**config.mk**
```make
export PLATFORM = sky130hd
export DESIGN_NAME = hms_time_keeper
export DESIGN_NICKNAME = d
export VERILOG_FILES = /design/src/rtl/clock_pkg.sv /design/src/rtl/tick_divider.sv /design/src/rtl/hms_time_keeper.sv
export SDC_FILE = /design/constraint.sdc
export NUM_CORES = 1
export LEC_CHECK = 0
export ABC_AREA = 1
export BUFFER_PORTS_ARGS = -buffer_cell sky130_fd_sc_hd__buf_4
export CORE_ASPECT_RATIO = 1.4
export CORE_MARGIN = 2
export CORE_UTILIZATION = 60
export CTS_CLUSTER_DIAMETER = 200
export DETAILED_ROUTE_END_ITERATION = 8
export PLACE_DENSITY_LB_ADDON = 0.1
export REMOVE_ABC_BUFFERS = 1
export SYNTH_ARGS = -nofsm -noshare
export SYNTH_HDL_FRONTEND = slang
export SYNTH_SLANG_ARGS = --single-unit
```
**constraint.sdc**
```tcl
create_clock -name clk -period 2.62 [get_ports clk]
set_input_delay 0.262 -clock clk [delete_from_list [all_inputs] [get_ports clk]]
set_output_delay 0.262 -clock clk [all_outputs]
set_load 0.01 [all_outputs]
```
**src/rtl/clock_pkg.sv**
```systemverilog
// clock_pkg: shared set-state encoding, field limits and time field width for the H/M/S timekeeper.
package clock_pkg;
  localparam int TW = 8;
  typedef enum logic [1:0] {
    ST_RUN      = 2'd0,
    ST_SET_HOUR = 2'd1,
    ST_SET_MIN  = 2'd2
  } set_state_e;
  localparam logic [TW-1:0] SEC_MAX = TW'(59);
  localparam logic [TW-1:0] MIN_MAX = TW'(59);
endpackage

```
**src/rtl/tick_divider.sv**
```systemverilog
// tick_divider: seconds prescaler counting 0..TICK_DIV-1.
// Ports: clk, rst (async, active-high), en (count enable), clr (force count to 0),
// tick (high while the counter sits at TICK_DIV-1 and is about to wrap).
module tick_divider #(
  parameter int TICK_DIV = 50000000
) (
  input  logic clk,
  input  logic rst,
  input  logic en,
  input  logic clr,
  output logic tick
);
  localparam int W = TICK_DIV > 2 ? $clog2(TICK_DIV) : 1;
  localparam logic [W-1:0] LAST = W'(TICK_DIV - 1);
  logic [W-1:0] cnt_q, cnt_d;
  // tick is the wrap condition itself; the parent registers it so its
  // counters update on the same edge that raises sec_tick.
  assign tick = en && !clr && cnt_q == LAST;
  always_comb cnt_d = clr ? '0 : !en ? cnt_q : cnt_q == LAST ? '0 : cnt_q + W'(1);
  always_ff @(posedge clk or posedge rst)
    if (rst) cnt_q <= '0;
    else cnt_q <= cnt_d;
endmodule

```
**src/rtl/hms_time_keeper.sv**
```systemverilog
// hms_time_keeper: hours/minutes/seconds timekeeper with a key-driven set-time FSM.
// Ports: clk, rst (async, active-high), run_en (count enable in RUN),
// mode_key/inc_key (debounced one-cycle pulses), curHour/curMin/curSec (binary time),
// set_state (0 RUN, 1 SET_HOUR, 2 SET_MIN), sec_tick (per counted second),
// hour_strobe (top of hour reached by counting, never by edits).
module hms_time_keeper
  import clock_pkg::*;
#(
  parameter int TICK_DIV = 50000000,
  parameter int HOUR_MAX = 23
) (
  input  logic          clk,
  input  logic          rst,
  input  logic          run_en,
  input  logic          mode_key,
  input  logic          inc_key,
  output logic [TW-1:0] curHour,
  output logic [TW-1:0] curMin,
  output logic [TW-1:0] curSec,
  output logic [1:0]    set_state,
  output logic          sec_tick,
  output logic          hour_strobe
);
  localparam logic [TW-1:0] HMAX = TW'(HOUR_MAX);
  set_state_e state_q, state_d;
  logic [TW-1:0] hour_q, hour_d, min_q, min_d, sec_q, sec_d;
  logic tick_q, tick_d, strobe_q, strobe_d, tick;
  // A mode_key edge clears the prescaler as well, so no second can be
  // counted on the edge that leaves RUN.
  tick_divider #(.TICK_DIV(TICK_DIV)) u_div (
    .clk  (clk),
    .rst  (rst),
    .en   (run_en && state_q == ST_RUN),
    .clr  (state_q != ST_RUN || mode_key),
    .tick (tick)
  );
  always_comb begin
    state_d  = state_q;
    hour_d   = hour_q;
    min_d    = min_q;
    sec_d    = sec_q;
    tick_d   = tick;
    strobe_d = tick && sec_q == SEC_MAX && min_q == MIN_MAX;
    if (mode_key) begin
      state_d = state_q == ST_RUN ? ST_SET_HOUR : state_q == ST_SET_HOUR ? ST_SET_MIN : ST_RUN;
      if (state_q == ST_SET_MIN) sec_d = '0;
    end else if (tick) begin
      sec_d = sec_q == SEC_MAX ? '0 : sec_q + TW'(1);
      if (sec_q == SEC_MAX) begin
        min_d = min_q == MIN_MAX ? '0 : min_q + TW'(1);
        if (min_q == MIN_MAX) hour_d = hour_q == HMAX ? '0 : hour_q + TW'(1);
      end
    end else if (inc_key && state_q == ST_SET_HOUR) begin
      hour_d = hour_q == HMAX ? '0 : hour_q + TW'(1);
    end else if (inc_key && state_q == ST_SET_MIN) begin
      min_d = min_q == MIN_MAX ? '0 : min_q + TW'(1);
    end
  end
  always_ff @(posedge clk or posedge rst)
    if (rst) begin
      state_q  <= ST_RUN;
      hour_q   <= '0;
      min_q    <= '0;
      sec_q    <= '0;
      tick_q   <= 1'b0;
      strobe_q <= 1'b0;
    end else begin
      state_q  <= state_d;
      hour_q   <= hour_d;
      min_q    <= min_d;
      sec_q    <= sec_d;
      tick_q   <= tick_d;
      strobe_q <= strobe_d;
    end
  assign curHour     = hour_q;
  assign curMin      = min_q;
  assign curSec      = sec_q;
  assign set_state   = state_q;
  assign sec_tick    = tick_q;
  assign hour_strobe = strobe_q;
endmodule

```
==> out/metrics.cfg <==
[status]
outcome=finished, final reports clean

[placement]
gp_congestion=0.831
numPortBuffers=32
dpl.hpwl_um=5290
pre_cts_ws_ns=0.721

[floorplanning]
rows=32
ios=33
die_w_um=67.3
start_util_pct=61.7
die-area_um2=6230
die_h_um=92.6
core_um2=5450

[logic_synthesis]
ys_warn_count=0
syn_area_per_cell_um2=7.50
syn_area_um2=3360
yosys.area.top_type_share_pct=40.2
ys_ff_latch=54
async_reset_ff_share_pct=100
ys_seq_area_share_pct=40.2
synth_area_leaders=dfrtp_1, nand2_1, nand3_1, inv_1, nor2_1
ys.flop_type=dfrtp_1
netlist_instances=448
yosysUniqueCellTypes=41
yosys.area.top_type=dfrtp_1
synth_common_cells=nand2_1, dfrtp_1, inv_1, nand3_1, nor2_1
synth_edf_count=0
yosysMostFrequentCell=nand2_1

[grt]
globalRouteOverflowTotal=0
grt_pass1_vias=2862
grt_max_degree=32
grt_pass1_wl_um=12100
antenna_found_initial=0
grt_usage_pct=24.9

[power]
ir_drop_v=0.000359
p_per_area_nw_per_um2=532
leakage_nw=1.81
total_power_mw=2.00

[drt]
drcViolationCount=0
drt_iter0_drc=154
drt_pass1_iterations=5
routed_wl_um=7110
post_drt_wl_per_cell_um=12.9
routed-via-count=3042
routed_via_density=5.53
ant_nets=0

[worst_setup_path]
endpoint_kind=flip-flop
critPathLaunchType=flip-flop
rr_endpoint=u_div.cnt_q[2]$_DFFE_PP0P_
critPathKind=reg2reg
r2r-start=u_div.cnt_q[0]$_DFFE_PP0P_
worstRegToRegCells=9
critPathMaxFanout=16
r2r_slack_ns=0.71
cp.required_ns=2.85
cp-startpoint=u_div.cnt_q[0]$_DFFE_PP0P_
endpoint=u_div.cnt_q[2]$_DFFE_PP0P_
cp.arrival_ns=2.14

[clock_tree]
cts_tree=built
ctsResizeCount=0
cts_buffers=5
path_clk_slew_ns=0.10
post_cts_hold_buffer_count=0
cts_num_sinks=54
cts_root_buf=clkbuf_8
worstSkewPairLatency_ns=0.31
post-cts-setup-buffers=0
cts_buffer_depth=2
cts_max_level=2

[layout]
final_layout_size_suffix_gt1_share_pct=16.0
nNetsFinal=490
fill_cells=465
diodes=0
area_growth_pct=11.9

[sta]
fin_skew_ns=0.0110
worst_pin_slew_ns=0.684
fin_crit_sh_pct=73.0
rsz0062_at_grt=no
fmax_mhz=523
setup_viol=0
relSlewSlack_pct=54.3
final.setup.worst_slack_ns=0.708
period_needed_ns=1.91
fin_setup_tns_ns=0
hold_viol_final=0
slew_violations=0
whs_ns=0.0428

[job]
max_cap_viol_count=0

[worst_hold_path]
hold_path.class=in2async

-- critical path, stage by stage (launching register included) --
cell and delay (ns):
dfrtp_1 0.43, ha_1 0.25, nand2_2 0.13, nor2_8 0.05, nand2_4 0.09, nor2_8 0.05
and2_4 0.16, nor2_4 0.34, inv_2 0.16, o21ai_0 0.18
-- sequential cells by signal, indices dropped and copies added, names as in the netlist --
name / cells
curHour: 8
set_state: 2
hour_strobe: 1
curMin: 8
u_div.cnt_q: 26
sec_tick: 1
curSec: 8
-- worst min-delay path by stage --
stage	start	end	slack [ns]	cells after the start
after floorplan	mode_key	curSec[0]$_DFFE_PP0P_	0.36	1
after global placement	rst	curHour[2]$_DFFE_PP0P_	0.41	2
after detailed placement	rst	curHour[0]$_DFFE_PP0P_	0.41	2
after CTS	rst	curMin[2]$_DFFE_PP0P_	0.07	2
after global routing	rst	curHour[2]$_DFFE_PP0P_	0.1	2
final	rst	curHour[2]$_DFFE_PP0P_	0.04	2
-- power breakdown --
group	total (mW)	internal, mW	switching (mW)	leakage, nW
combinational	0.467	0.187	0.280	1.01
clock	0.541	0.267	0.273	0.0575
sequential	0.991	0.899	0.0927	0.744
total	2.00	1.35	0.646	1.81
-- kinds of logic after synthesis --
logic type	share of synthesized area, %
AO/OA/AOI/OAI	7.18
AND/OR/NAND/NOR	38.7
flip-flops	40.2
adder cells (fa/ha/maj)	1.49
buffers and inverters	7.96
XOR/XNOR	4.43
-- through the flow --
stage	std cells	area [um2]	util (%)
floorplan	440	3300	-
global placement	542	3650	67.0
detailed placement	542	3650	67.0
CTS	550	3760	69.1
global route	550	3760	69.1
finish	550	3760	69.1
-- final cells by class --
type	count	area [um2]	share of cell area (%)
Tap cell	68	85.1	2.26
Clock buffer	8	110	2.93
Inverter	53	204	5.42
Timing Repair Buffer	34	268	7.12
Sequential cell	54	1350	35.9
Multi-Input combinational cell	333	1740	46.3
-- layer usage --
| layer | wire, um | up-vias | share of wire (%) | track usage [%] |
|---|---|---|---|---|
| met2 | 3740 | 60 | 53 | 44.1 |
| met5 | 0 | - | 0 | 0 |
| met4 | 80 | 0 | 1.1 | 9.01 |
| met3 | 207 | 6 | 2.9 | 4.01 |
| li1 | - | 1527 | - | - |
| met1 | 3080 | 1449 | 43 | 29.8 |
-- cell usage in the layout (no fill, tap or decap), types with 3 or more instances in the layout --
cell type  instances
a21oi_1            4
buf_4             33
clkbuf_8           8
dfrtp_1           54
ha_1               4
inv_1             46
inv_2              5
nand2_1          128
nand2_2            8
nand2_4            5
nand3_1           43
nand4_1           12
nor2_1            43
nor2_4             5
nor3_1            12
o21ai_0           14
o21ai_1            7
o22ai_1           11
xnor2_1            3
xor2_1            14
No activity file was read; power rests on OpenSTA's default activity.
